--- src/rtl/out_bram_writer.sv ---
// Rescales systolic-array result beats into WIDTH-bit elements and packs CHUNK_SIZE of them per output-BRAM word.
// Optional clamping instead of wrapping is enabled by defining OUT_SAT_EN.
module out_bram_writer #(
    parameter int WIDTH             = 16,
    parameter int FRAC_WIDTH        = 8,
    parameter int ACC_WIDTH         = 32,
    parameter int BLOCK_SIZE        = 2,
    parameter int CHUNK_SIZE        = 4,
    parameter int W_OUTER_DIMENSION = 64,
    parameter int I_OUTER_DIMENSION = 2754,
    parameter int ADDR_WIDTH        = 16
) (
    input  logic                              clk,
    input  logic                              rst_n,
    input  logic                              clr,
    input  logic                              start,
    output logic                              busy,
    output logic                              done,
    input  logic                              in_valid,
    output logic                              in_ready,
    input  logic [ACC_WIDTH*BLOCK_SIZE-1:0]   in_data,
    output logic                              bram_en,
    output logic [WIDTH*CHUNK_SIZE/8-1:0]     bram_we,
    output logic [ADDR_WIDTH-1:0]             bram_addr,
    output logic [WIDTH*CHUNK_SIZE-1:0]       bram_din
);

    localparam int BEATS       = CHUNK_SIZE / BLOCK_SIZE;
    localparam int BEAT_W      = (BEATS > 1) ? $clog2(BEATS) : 1;
    localparam int TOTAL_WORDS = (W_OUTER_DIMENSION / CHUNK_SIZE) * I_OUTER_DIMENSION;
    localparam int WORD_W      = WIDTH * CHUNK_SIZE;
    localparam int BE_W        = WORD_W / 8;
    localparam int LANE_W      = WIDTH * BLOCK_SIZE;

`ifdef OUT_SAT_EN
    localparam logic signed [ACC_WIDTH-1:0] SAT_MAX = ACC_WIDTH'((64'sd1 <<< (WIDTH - 1)) - 64'sd1);
    localparam logic signed [ACC_WIDTH-1:0] SAT_MIN = ~SAT_MAX;
`endif

    typedef enum logic [1:0] {S_IDLE, S_RUN, S_DONE} state_t;

    state_t                  r_state;
    logic [BEAT_W-1:0]       r_beat_cnt;
    logic [ADDR_WIDTH-1:0]   r_word_cnt;
    logic [WORD_W-1:0]       r_pack;
    logic                    r_busy;
    logic                    r_done;
    logic                    r_in_ready;
    logic                    r_bram_en;
    logic [BE_W-1:0]         r_bram_we;
    logic [ADDR_WIDTH-1:0]   r_bram_addr;
    logic [WORD_W-1:0]       r_bram_din;

    logic                    w_accept;
    logic                    w_last_beat;
    logic                    w_last_word;
    logic [LANE_W-1:0]       w_lanes;
    logic [WORD_W-1:0]       w_pack_next;

    // Arithmetic shift floors toward minus infinity; the narrowing step either clamps or wraps.
    function automatic logic [WIDTH-1:0] rescale(input logic [ACC_WIDTH-1:0] acc);
`ifdef OUT_SAT_EN
        if (($signed(acc) >>> FRAC_WIDTH) > SAT_MAX)
            return {1'b0, {(WIDTH-1){1'b1}}};
        else if (($signed(acc) >>> FRAC_WIDTH) < SAT_MIN)
            return {1'b1, {(WIDTH-1){1'b0}}};
        else
            return WIDTH'($signed(acc) >>> FRAC_WIDTH);
`else
        return WIDTH'($signed(acc) >>> FRAC_WIDTH);
`endif
    endfunction

    for (genvar g = 0; g < BLOCK_SIZE; g++) begin : g_lane
        assign w_lanes[g*WIDTH +: WIDTH] = rescale(in_data[g*ACC_WIDTH +: ACC_WIDTH]);
    end

    assign w_accept    = in_valid && r_in_ready;
    assign w_last_beat = (r_beat_cnt == BEAT_W'(BEATS - 1));
    assign w_last_word = (r_word_cnt == ADDR_WIDTH'(TOTAL_WORDS - 1));

    always_comb begin
        w_pack_next = r_pack;
        w_pack_next[r_beat_cnt*LANE_W +: LANE_W] = w_lanes;
    end

    always_ff @(posedge clk or negedge rst_n) begin
        if (!rst_n) begin
            r_state     <= S_IDLE;
            r_beat_cnt  <= '0;
            r_word_cnt  <= '0;
            r_pack      <= '0;
            r_busy      <= 1'b0;
            r_done      <= 1'b0;
            r_in_ready  <= 1'b0;
            r_bram_en   <= 1'b0;
            r_bram_we   <= '0;
            r_bram_addr <= '0;
            r_bram_din  <= '0;
        end else if (clr) begin
            r_state     <= S_IDLE;
            r_beat_cnt  <= '0;
            r_word_cnt  <= '0;
            r_pack      <= '0;
            r_busy      <= 1'b0;
            r_done      <= 1'b0;
            r_in_ready  <= 1'b0;
            r_bram_en   <= 1'b0;
            r_bram_we   <= '0;
            r_bram_addr <= '0;
            r_bram_din  <= '0;
        end else begin
            r_done    <= 1'b0;
            r_bram_en <= 1'b0;
            r_bram_we <= '0;
            case (r_state)
                S_IDLE: begin
                    if (start) begin
                        r_state    <= S_RUN;
                        r_busy     <= 1'b1;
                        r_in_ready <= 1'b1;
                        r_beat_cnt <= '0;
                        r_word_cnt <= '0;
                    end
                end
                S_RUN: begin
                    if (w_accept) begin
                        if (w_last_beat) begin
                            r_bram_en   <= 1'b1;
                            r_bram_we   <= '1;
                            r_bram_addr <= r_word_cnt;
                            r_bram_din  <= w_pack_next;
                            r_beat_cnt  <= '0;
                            r_word_cnt  <= r_word_cnt + 1'b1;
                            if (w_last_word) begin
                                r_state    <= S_DONE;
                                r_done     <= 1'b1;
                                r_in_ready <= 1'b0;
                            end
                        end else begin
                            r_pack     <= w_pack_next;
                            r_beat_cnt <= r_beat_cnt + 1'b1;
                        end
                    end
                end
                S_DONE: begin
                    r_state <= S_IDLE;
                    r_busy  <= 1'b0;
                end
                default: r_state <= S_IDLE;
            endcase
        end
    end

    assign busy      = r_busy;
    assign done      = r_done;
    assign in_ready  = r_in_ready;
    assign bram_en   = r_bram_en;
    assign bram_we   = r_bram_we;
    assign bram_addr = r_bram_addr;
    assign bram_din  = r_bram_din;

endmodule

--- config.mk ---
export PLATFORM = sky130hd
export DESIGN_NAME = out_bram_writer
export DESIGN_NICKNAME = d
export VERILOG_FILES = /design/src/rtl/out_bram_writer.sv
export SDC_FILE = /design/constraint.sdc
export NUM_CORES = 1
export LEC_CHECK = 0
export BUFFER_PORTS_ARGS = -buffer_cell sky130_fd_sc_hd__buf_2
export CORE_MARGIN = 1.5
export CORE_UTILIZATION = 55
export DETAILED_ROUTE_END_ITERATION = 16
export PLACE_DENSITY_LB_ADDON = 0.05
export SYNTH_ARGS = -nofsm -noshare
export SYNTH_HDL_FRONTEND = slang
export SYNTH_SLANG_ARGS = --single-unit
--- constraint.sdc ---
create_clock -name clk -period 3 [get_ports clk]
set_clock_uncertainty 0.1 [all_clocks]
set_input_delay 0.75 -clock clk [delete_from_list [all_inputs] [get_ports clk]]
set_output_delay 0.75 -clock clk [all_outputs]
set_load 0.01 [all_outputs]
Yosys cells after proc, flatten, opt, wreduce, memory -nomap -nowiden
Index checks and enable logic that the tools add are counted.
{"block": "totals", "latch_bits": 0, "out_inout_bits": 92, "n_memories": 0, "mem_bits_ro": 0, "reg_bits": 175, "ram_bits": 0, "input_bits": 69}
{"block": "classes", "n_div": 0, "reduce_logical": 14, "add_sub_neg": 3, "n_lt_le_gt_ge": 0, "shifts": 2, "eq_ne": 8, "n_bitwise": 0, "muxes": 50, "n_mul": 0}
{"cell": "2-to-1 mux 64 bit", "count": 8}
{"cell": "2-to-1 mux 16 bit", "count": 8}
{"cell": "bitwise mux 64 bit", "count": 1}
{"cell": "variable shift 32 x 34 -> 64 bit, first input constant", "count": 1}
{"cell": "variable part select 32 x 34 -> 64 bit", "count": 1}
{"cell": "negation 6 -> 34 bit", "count": 1}
{"cell": "2-to-1 mux 8 bit", "count": 4}
{"cell": "one-hot mux 16 bit (2 select lines)", "count": 1}
{"cell": "2-to-1 mux 1 bit", "count": 19}
{"cell": "adder 16 x 1 -> 16 bit, second input constant", "count": 1}
{"cell": "== test 16 bit, second input constant", "count": 1}
{"cell": "!= test 3 bit, second input constant", "count": 4}
{"cell": "2-to-1 mux 2 bit", "count": 5}
{"cell": "AND reduction 3 bit", "count": 3}
{"cell": "AND reduction 4 bit", "count": 2}
{"cell": "one-hot mux 1 bit (2 select lines)", "count": 3}
{"cell": "nonzero test 2 bit", "count": 3}
{"cell": "nonzero test 3 bit", "count": 2}
{"cell": "AND reduction 5 bit", "count": 1}
{"cell": "one-hot mux 2 bit (2 select lines)", "count": 1}
{"cell": "== test 2 x 1 -> 1 bit, second input constant", "count": 1}
{"cell": "== test 2 bit, second input constant", "count": 1}
{"cell": "zero test 2 bit", "count": 1}
{"cell": "!= test 2 bit, second input constant", "count": 1}
{"cell": "3 further kinds", "count": 3}

Longest topological paths before layout
Gate-level depths: netlist (run 1).
{"block": "depth", "word_depth": 7, "ltp_mapped": 7}

Least setup slack after synthesis (run 1)
OpenSTA, ideal clock, no wires.
{"block": "synth_timing", "kind": "in2reg", "startpoint": "input clr", "endpoint": "register r_bram_addr[10], in the netlist bram_addr[10]", "setup_ps": 66, "path_slack_ps": 908, "t_arrival_ps": 1926, "path_stages": 6, "required_time_ps": 2834, "path_buffers": 2, "cell_sequence": "buf_2 or3b_1 nand2b_1 clkinv_2 buf_4 a22o_1"}
{"block": "synth_via", "elab_chain_cells": 2}
{"item": "start, declared", "line_no": "15", "source": "input logic clr,"}
{"item": "nonzero test 2 bit (no line)"}
{"item": "AND reduction 3 bit (no line)"}
{"item": "end signal, assigned", "line_no": "131", "source": "r_bram_addr <= r_word_cnt;"}
{"item": "end, declared", "line_no": "51", "source": "logic [ADDR_WIDTH-1:0] r_bram_addr;"}
Parallel ways exist; a longest one is shown, timed or not.
A chain may end at the register's enable or synchronous reset.

Final worst setup path (run 1)
{"block": "layout_timing", "startpoint": "register r_state[0]", "endpoint": "register r_pack[6]"}
{"block": "layout_via", "elab_chain_cells": 3}
{"item": "start, declared", "line_no": "42", "source": "state_t r_state;"}
{"item": "start signal, assigned", "line_no": "89", "source": "r_state <= S_IDLE;"}
{"item": "start signal, assigned", "line_no": "101", "source": "r_state <= S_IDLE;"}
{"item": "start signal, assigned", "line_no": "119", "source": "r_state <= S_RUN;"}
{"item": "== test 2 x 1 -> 1 bit", "line_no": "116", "source": "case (r_state)"}
{"item": "nonzero test 2 bit (no line)"}
{"item": "AND reduction 3 bit (no line)"}
{"item": "end signal, assigned", "line_no": "141", "source": "r_pack <= w_pack_next;"}
{"item": "end, declared", "line_no": "45", "source": "logic [WORD_W-1:0] r_pack;"}
No other way between the ends.

==> results of run 1 <==
==> per-layer routing <==
metal	vias up	GRT usage [%]	wire length [um]
met5	-	0	0
met4	0	9.33	204
met3	22	7.21	831
met2	159	40.5	6480
met1	2273	33.3	5560
li1	2221	-	-
==> how the worst min path moves through the flow <==
stage / start / to / slack [ns] / cells past startpoint
floorplan: rst_n / bram_addr[0] / 0.35 / 0
global placement: bram_addr[14] / bram_addr[14] / 0.38 / 1
detailed placement: bram_addr[2] / bram_addr[2] / 0.38 / 1
CTS: rst_n / bram_din[5] / 0.15 / 1
global route: rst_n / bram_din[5] / 0.19 / 1
finish: rst_n / r_pack[3] / 0.13 / 1
==> sequential cells by signal, indices dropped and copies added, names as in the netlist <==
name and flops:
bram_we 1, r_pack 32, bram_addr 16, in_ready 1
bram_din 64, done 1, r_word_cnt 16, r_state 2
r_beat_cnt 1, busy 1
==> cell type report <==
class                      instances  area (sq um)  area share [%]
sequential                       135          3380            48.6
timing repair buffer             137           754            10.9
tap                              133           166            2.39
clock buffer                      21           459            6.61
multi-input combinational        404          1980            28.4
inverter                           5          20.0           0.288
clock inverter                    11           194            2.79
==> per-stage QoR <==
stage / cells / instance area, sq um
2_1_floorplan: 595 / 5610
3_3_place_gp: 814 / 6300
3_5_place_dp: 814 / 6300
4_1_cts: 846 / 6950
5_1_grt: 846 / 6950
6_report: 846 / 6950
==> power by group <==
part	internal [mW]	switching (mW)
registers	1.85	0.0182
logic	0.0604	0.143
clock network	1.50	0.765
total	3.41	0.926
==> synth_stat cells <==
library cell	n
buf_2	12
nand2_1	200
and2_1	3
nand4_1	6
a21bo_2	1
buf_4	11
o211ai_1	1
or2_2	1
or4_1	8
nor2b_1	1
o31ai_1	10
o21ai_0	8
a31oi_1	3
a41oi_1	1
dfrtp_1	135
or3_1	5
a21oi_1	110
a22o_1	17
ha_1	1
and4_1	2
a22oi_1	1
o21ai_1	2
nand3b_1	1
nor4_1	2
clkbuf_1	27
clkinv_2	1
a211oi_1	1
nor3_1	1
buf_1	1
and3_1	5
nand2b_1	2
or3b_1	1
nor2_1	4
mux2_1	1
inv_1	4
nand3_1	4
nor4bb_1	1
==> worst max-delay path: cells and delay by family (launching register included) <==
| family | cells | cell delay (ns) |
|---|---|---|
| simple gates | 3 | 1.37 |
| compound gates | 1 | 0.20 |
| flops | 1 | 0.47 |
==> logic make-up after synthesis <==
logic type / share of synthesized area (%)
AND/OR/NAND/NOR: 18.8
flip-flops: 60.3
multiplexers: 0.201
adder cells (fa/ha/maj): 0.223
buffers and inverters: 4.78
AO/OA/AOI/OAI: 15.8
==> summary.txt, run 1 <==
Run status
  • Status: completed

Power and ir drop
  • VDD IR max: about 0.37 mV
  • P_leak: around 3.3 nW
  • Pwr per Cell Area: between 600 and 700 nW/um^2
  • Power Total: about 4.3 mW

Setup path
  • FF-to-FF End: r_pack[6]
  • CP Class: reg -> reg
  • Crit path largest cell delay: slightly below 1 ns
  • Crit path max fanout: 32
  • Type of origin of the critical path: register
  • Arr. time, crit path: around 2.6 ns
  • Worst R2R Setup Slack: 0.77 ns
  • Critical path's slowest cell: or3_1
  • CP Cell Sequence: nand2b_1 > or3_1 > nand2_1 > a21oi_1
  • FF-to-FF path depth: 4
  • Worst reg2reg startpoint: r_state[0]
  • Critical Path RT: about 3.3 ns
  • Setup crit end: r_pack[6]
  • Critical path endpoint category: register
  • Crit. Startpoint: r_state[0]

Cells and area
  • Util after Layout: 70.8%
  • Fin nets: between 700 and 800
  • Diodes inserted: 0
  • Share of layout cells above drive strength 1: 24.4%
  • Filler cells: slightly below 800
  • Area Growth Syn to Fin: 24.0%
  • Leading cell type in the layout, fill and taps excluded: nand2_1
  • Commonest non-fill, non-tap cells in the layout: nand2_1 (200), dfrtp_1 (135), buf_2 (126), a21oi_1 (110), a22o_1 (17)

Logic synthesis
  • Number of distinct library cells after synthesis: 37
  • Post-Synthesis Cells: 595
  • Warnings from Yosys: 0
  • Syn Area/Cell: 9.42 sq um
  • Cell taking the most area after synthesis: dfrtp_1
  • Sequential-to-total area share from yosys stat: roughly 60%
  • Cell area after synthesis: roughly 5600 sq um
  • Top post-synthesis cells by area: dfrtp_1 (60%), nand2_1 (13%), a21oi_1 (9.8%)
  • Synthesis-stage register bit count: ~140
  • Top cell type's share of synthesized area: approximately 60%
  • Mapped Nets: 665

CTS
  • Sink Count: approximately 140
  • Reg clk slew, reported paths: 0.06 ns
  • CTS tree: done
  • Clock latency on the worst-skew pair: approximately 0.52 ns
  • H-tree depth: 4
  • Post_cts resized: 0
  • CTS Buf Count: 17
  • Hold_buf cts: 0
  • Post-CTS setup buffer count: 0
  • CTS Buffer Depth: 2
  • Root Buffer: clkbuf_8

Global routing
  • Total gr overflow: 0
  • Total track usage: ~25%
  • Vias in the first global route: approximately 4,500
  • Antenna violations before repair: 0
  • Largest net degree at the start of global routing: 97
  • First-pass GRT wire length: approximately 22 mm

Min path
  • Class of the worst hold path: in -> async

Route
  • Detailed Route Iter0 Violations: 318
  • DRC errors left: 0
  • Post-DRT Antenna Nets: 0
  • Vias per cell: between 5 and 6
  • Wirelength, routed: 13.1 mm
  • Drt wl/cell: roughly 15 um
  • Via count: about 4,700
  • Drt first pass iters: 5

Floorplanning
  • Die H: 104 um
  • # rows: 36
  • Die ar.: approximately 11,000 sq um
  • I/O Pins: between 150 and 200
  • Starting density of the core: 57.1%
  • Core area: approximately 9800 sq um
  • Chip Width: 104 um

Placement
  • RePlAce Congestion: ~0.83
  • Worst slack, placed: roughly 0.57 ns
  • Port bufs: 128
  • DPL Wire Length: about 8 mm

Timing
  • Hold_ws: approximately 0.13 ns
  • Min Tclk post-route: between 2 and 2.5 ns
  • Period utilization: 74.3%
  • Relative slew slack: between 10% and 20%
  • Final Hold Fails: 0
  • Final WS setup: 0.771 ns
  • Max frequency: 0.449 GHz
  • Setup violators final: 0
  • Setup TNS: 0 ns
  • Worst Tran Pin Value: approximately 1.3 ns
  • Slew Limit Fails: 0
  • RSZ-0062 raised after global routing: false

Job
  • MaxCap Viol Count: 0
Power figures use the tool's default switching activity.
==> inputs of run 2 (changes only) <==
--- a/config.mk
+++ b/config.mk
@@ -7,7 +7,7 @@
 export LEC_CHECK = 0
 export BUFFER_PORTS_ARGS = -buffer_cell sky130_fd_sc_hd__buf_2
 export CORE_MARGIN = 1.5
-export CORE_UTILIZATION = 55
+export CORE_UTILIZATION = 51
 export DETAILED_ROUTE_END_ITERATION = 16
 export PLACE_DENSITY_LB_ADDON = 0.05
 export SYNTH_ARGS = -nofsm -noshare
==> constraint.sdc (replaced) <==
create_clock -name clk -period 2.2 [get_ports clk]
set_clock_uncertainty 0.1 [all_clocks]
set_input_delay 0.55 -clock clk [delete_from_list [all_inputs] [get_ports clk]]
set_output_delay 0.55 -clock clk [all_outputs]
set_load 0.01 [all_outputs]
==> run 2 against run 1 <==
Compared with the run above:
- core utilization fell by 6.0 points
- first-iteration DRC count fell by 10%
- register-to-register slack got worse by 0.50 ns
- cell area rose by 0.67%
- non-clock buffer count rose by 6
- via count fell by 0.43%
- sequential share of layout area fell by 0.32 points
- largest cell class unchanged
==> summary.txt, run 2 (same netlist as run 1, synthesis figures left out) <==
Run status
  • Status: completed

Setup path
  • Critical Path RT: ~2.5 ns
  • Worst R2R Setup Slack: 0.28 ns
  • Critical path endpoint category: register
  • Critical path's slowest cell: buf_4
  • Type of origin of the critical path: register
  • Crit path largest cell delay: between 0.5 and 0.6 ns
  • FF-to-FF path depth: 5
  • Crit path max fanout: between 60 and 70
  • CP Cell Sequence: nand2b_1 > nor2b_4 > buf_4 > nand2_1 > a21oi_1
  • CP Class: reg -> reg
  • Arr. time, crit path: approximately 2.3 ns

Route
  • Via count: between 4,000 and 5,000
  • Post-DRT Antenna Nets: 0
  • Detailed Route Iter0 Violations: approximately 290
  • Vias per cell: roughly 5.4
  • DRC errors left: 0
  • Drt first pass iters: 4
  • Drt wl/cell: between 15 and 20 um
  • Wirelength, routed: roughly 13 mm

Placement
  • DP Area: 6350 sq um
  • DPL Wire Length: approximately 8.4 mm
  • RePlAce Congestion: 0.808
  • Port bufs: about 130

Min path
  • Class of the worst hold path: in -> reg
  • Hold Path Stages: 3

Power and ir drop
  • Sw Pwr: around 1.3 mW
  • P_leak: around 3.3 nW
  • VDD IR max: roughly 0.53 mV
  • Pwr per Cell Area: around 830 nW/um^2
  • Sequential Power Share: between 40% and 50%
  • Sw Share: 21.7%
  • Gate power share: 5.1%
  • Internal power: around 4.5 mW
  • Clock share of power: about half

Global routing
  • First-pass GRT wire length: between 20 and 25 mm
  • Antenna violations before repair: 0
  • Total gr overflow: 0
  • Largest net degree at the start of global routing: 65
  • Total track usage: around a quarter
  • Vias in the first global route: 4,460

Cells and area
  • Storage cell area: 3380 sq um
  • Fin nets: 776
  • Commonest non-fill, non-tap cells in the layout: nand2_1 (200), dfrtp_1 (135), buf_2 (126), a21oi_1 (110), a22o_1 (17)
  • Area Growth Syn to Fin: 24.8%
  • Filler cells: 927
  • Finished Cell Area: around 7000 sq um
  • Largest register FFs: 64
  • Share of layout cells above drive strength 1: 25.1%
  • Util after Layout: around two thirds
  • Multi-input logic area: 1980 sq um
  • Leading cell type in the layout, fill and taps excluded: nand2_1
  • Diodes inserted: 0

CTS
  • Reg clk slew, reported paths: roughly 0.060 ns
  • CTS tree: done
  • H-tree depth: 4
  • Sink Count: 135
  • Root Buffer: clkbuf_8
  • CTS Buffer Depth: 2
  • CTS Buf Count: 17
  • Clock latency on the worst-skew pair: about 0.5 ns
  • Post-CTS setup buffer count: 0

Timing
  • Slew Limit Fails: 0
  • Final Hold Fails: 0
  • Min Tclk post-route: about 1.9 ns
  • Period utilization: between 80% and 90%
  • Relative slew slack: around half
  • RSZ-0062 raised after global routing: false
  • Worst Tran Pin Value: 0.745 ns
  • Setup violators final: 0
  • Max frequency: ~0.52 GHz

Job
  • MaxCap Viol Count: 0

Floorplanning
  • Starting density of the core: between 50% and 60%
  • Chip Width: between 100 and 150 um
  • Core area: between 10,000 and 15,000 sq um
  • # rows: 38
  • Die ar.: roughly 12,000 sq um
  • I/O Pins: around 160
  • Die H: about 110 um
run 2: cell types whose count changed in the layout (fill, tap and decap cells not counted):
cell and change:
buf_4 +4, clkinvlp_4 +3, buf_12 +1, bufinv_16 -1, clkbuf_1 -1, clkinv_2 -1
dlygate4sd3_1 +1, inv_6 -1, nor2_1 -1, nor2_2 +1
run 2: final cells by class:
cell class / count / share of cell area (%)
Tap cell: 140 / 2.50
Inverter: 5 / 0.286
Timing Repair Buffer: 143 / 11.6
Clock inverter: 11 / 2.47
Clock buffer: 20 / 6.51
Sequential cell: 135 / 48.3
Multi-Input combinational cell: 404 / 28.3
run 2: per-layer routing:
metal | vias to the layer above | part of all wire (%) | GRT usage (%) | wire length (um)
li1 | 2230 | - | - | -
met1 | 2287 | 44 | 32.0 | 5760
met2 | 130 | 50 | 39.4 | 6600
met3 | 8 | 5.9 | 6.11 | 778
met4 | 0 | 0.64 | 6.30 | 84
met5 | - | 0 | 0 | 0
run 2: final timing paths:
kind,endpoint,from
worst max-delay path,bram_din[2],r_state[0]
worst min-delay path,bram_din[46],in_data[22]
worst max register to register,bram_din[2],r_state[0]
worst min register to register,bram_addr[0],bram_addr[0]
max in group asynchronous,bram_din[13],rst_n
min in group asynchronous,bram_din[5],rst_n
run 2: timing repair:
item,4_1_cts,5_1_grt
hold endpoints to repair,48,0
hold buffers,1,0
endpoints found under the setup margin,0,8
resized for setup,0,1
run 2: worst max-delay path, delay by kind of cell (launching register included):
family,cells,cell delay [ns]
DFF,1,0.50
buffers and inverters,1,0.56
AOI/OAI and AO/OA,1,0.17
and+or+nand+nor,3,0.48
run 2: power groups by stage:
stage	sequential, mW	clock (mW)	combinational, mW
3_3_place_gp	2.58	0	0.288
3_5_place_dp	2.58	0	0.295
5_1_grt	2.55	3.12	0.329
4_1_cts	2.54	3.01	0.298
2_1_floorplan	2.58	0	0.133
6_report	2.54	2.95	0.293
run 2: stage by stage:
step | worst slack [ns] | hold slack [ns] | TNS, ns | cells | total power [mW]
3_5_place_dp | -0.0844 | 0.377 | -1.17 | 826 | 2.88
2_1_floorplan | 0.308 | 0.154 | 0 | 595 | 2.72
4_1_cts | 0.0982 | 0.165 | 0 | 858 | 5.85
6_report | 0.276 | 0.185 | 0 | 858 | 5.79
5_1_grt | 0.0832 | 0.173 | 0 | 858 | 5.99
3_3_place_gp | -0.0709 | 0.377 | -1.09 | 826 | 2.87
==> inputs of run 3 (changes only) <==
--- a/config.mk
+++ b/config.mk
@@ -7,7 +7,7 @@
 export LEC_CHECK = 0
 export BUFFER_PORTS_ARGS = -buffer_cell sky130_fd_sc_hd__buf_2
 export CORE_MARGIN = 1.5
-export CORE_UTILIZATION = 51
+export CORE_UTILIZATION = 35
 export DETAILED_ROUTE_END_ITERATION = 16
 export PLACE_DENSITY_LB_ADDON = 0.05
 export SYNTH_ARGS = -nofsm -noshare
==> run 3 against run 2 <==
Compared with the run above:
- count of clock-buffer cells in the layout grew 3
- sequential share of layout area shrank 0.80 points
- total power grew 0.46%
- core utilization shrank 20 points
- clock power is essentially flat
- cell area grew 1.7%
- non-clock buffer count grew 3
- die area grew 44%
- hold slack gained 0.091 ns
- first-iteration DRC count is the same
- setup slack gained 0.024 ns
- sequential power is essentially flat
- largest cell class unchanged
- highest routed layer unchanged
==> summary.txt, run 3 (same netlist as run 1, synthesis figures left out) <==
Timing
  • Max frequency: around 0.53 GHz
  • Final Hold Fails: 0
  • Final WS setup: between 0.3 and 0.4 ns
  • Setup violators final: 0
  • Min Tclk post-route: around 1.9 ns
  • Setup TNS: 0 ns
  • Period utilization: between 80% and 90%
  • RSZ-0062 raised after global routing: false
  • Slew Limit Fails: 0
  • Hold_ws: between 0.2 and 0.3 ns
  • Worst Tran Pin Value: 0.567 ns
  • Relative slew slack: between 60% and 70%

Setup path
  • Crit path max fanout: 29
  • Worst R2R Setup Slack: 0.30 ns
  • Arr. time, crit path: between 2 and 2.5 ns
  • Critical path endpoint category: register
  • Critical Path RT: between 2 and 2.5 ns
  • Type of origin of the critical path: register
  • CP Class: reg -> reg

CTS
  • CTS Buffer Depth: 2
  • Clock latency on the worst-skew pair: ~0.42 ns
  • CTS tree: done
  • Post_cts resized: 0
  • Sink Count: about 140
  • CTS Buf Count: 17
  • H-tree depth: 4
  • Root Buffer: clkbuf_16
  • Reg clk slew, reported paths: approximately 0.060 ns

Placement
  • RePlAce Congestion: 0.797
  • DP Area: 6480 sq um
  • Port bufs: 128
  • Worst slack, placed: 0.149 ns
  • DP Cell Count: 905
  • DPL Wire Length: around 9.4 mm

Cells and area
  • Commonest non-fill, non-tap cells in the layout: nand2_1 (200), dfrtp_1 (135), buf_2 (126), a21oi_1 (110)
  • Leading cell type in the layout, fill and taps excluded: nand2_1
  • Fin nets: 779
  • Largest register FFs: 64
  • Area Growth Syn to Fin: 26.9%
  • Share of layout cells above drive strength 1: roughly a quarter
  • Finished Cell Area: between 7000 and 8000 sq um
  • Util after Layout: a little under half
  • Post-Layout Cell Count: around 940

Route
  • Drt first pass iters: 4
  • Vias per cell: 4.90
  • Drt wl/cell: between 15 and 20 um
  • Post-DRT Antenna Nets: 0
  • Detailed Route Iter0 Violations: between 200 and 300
  • DRC errors left: 0
  • Wirelength, routed: about 14 mm
  • Via count: between 4,000 and 5,000

Power and ir drop
  • P_leak: approximately 3.4 nW
  • VDD IR max: just over 0.5 mV
  • Pwr per Cell Area: just over 800 nW/um^2
  • Power Total: a little under 6 mW

Global routing
  • Largest net degree at the start of global routing: 55
  • Total gr overflow: 0
  • Antenna violations before repair: 1
  • Vias in the first global route: 4,498
  • First-pass GRT wire length: between 20 and 25 mm
  • Total track usage: between 10% and 20%

Run status
  • Status: completed

Floorplanning
  • Die ar.: roughly 17,000 sq um
  • Die H: approximately 130 um
  • Chip Width: between 100 and 150 um
  • Starting density of the core: between 30% and 40%
  • I/O Pins: approximately 160
  • # rows: 46
  • Core area: between 15,000 and 20,000 sq um

Min path
  • Class of the worst hold path: in -> reg

Job
  • MaxCap Viol Count: 0
run 3: cell count changes in the layout (fill, tap and decap cells not counted), sizes merged:
cell      before  now
clkinvlp       4    1
buf          142  145
clkinv         4    5
diode          0    1
clkbuf        20   23
run 3: power by group:
part | total [mW] | switching (mW) | internal (mW)
clock network | 2.97 | 1.02 | 1.95
registers | 2.54 | 0.0249 | 2.52
logic | 0.301 | 0.204 | 0.0970
run 3: final cells by class:
cell class / count / area (sq um)
well taps: 216 / 270
repair buffers: 146 / 850
flip-flops and latches: 135 / 3380
clock buffers: 23 / 468
diodes: 1 / 2.50
inverters: 5 / 20.0
fillers: 1615 / 8660
clock inverters: 9 / 148
multi-input cells: 404 / 1980
run 3: per-layer routing:
metal	track usage [%]	wire [um]
met5	0	0
met4	7.32	206
met3	4.38	570
met2	28.4	6830
met1	23.6	6770
run 3: repair_timing:
| item | in CTS | in global routing |
|---|---|---|
| setup buffers | 0 | 0 |
| hold buffers | 1 | 0 |
| endpoints found under the hold margin | 33 | 0 |
| setup endpoints to repair | 0 | 0 |
run 3: worst paths after layout:
path	cells past startpoint	startpoint	end
max in group asynchronous	3	rst_n	bram_din[60]
min in group asynchronous	2	rst_n	bram_din[5]
worst min-delay path	3	in_data[55]	bram_din[63]
worst max register to register	5	r_state[0]	r_word_cnt[10]
worst max-delay path	5	r_state[0]	r_word_cnt[10]
worst min register to register	1	bram_addr[8]	bram_addr[8]
run 3: critical path: stages, from the launching register on:
cell and delay [ns]:
dfrtp_1 0.48, mux2_1 0.25, a31oi_1 0.13, buf_12 0.19
or4_1 0.51, a21oi_1 0.16
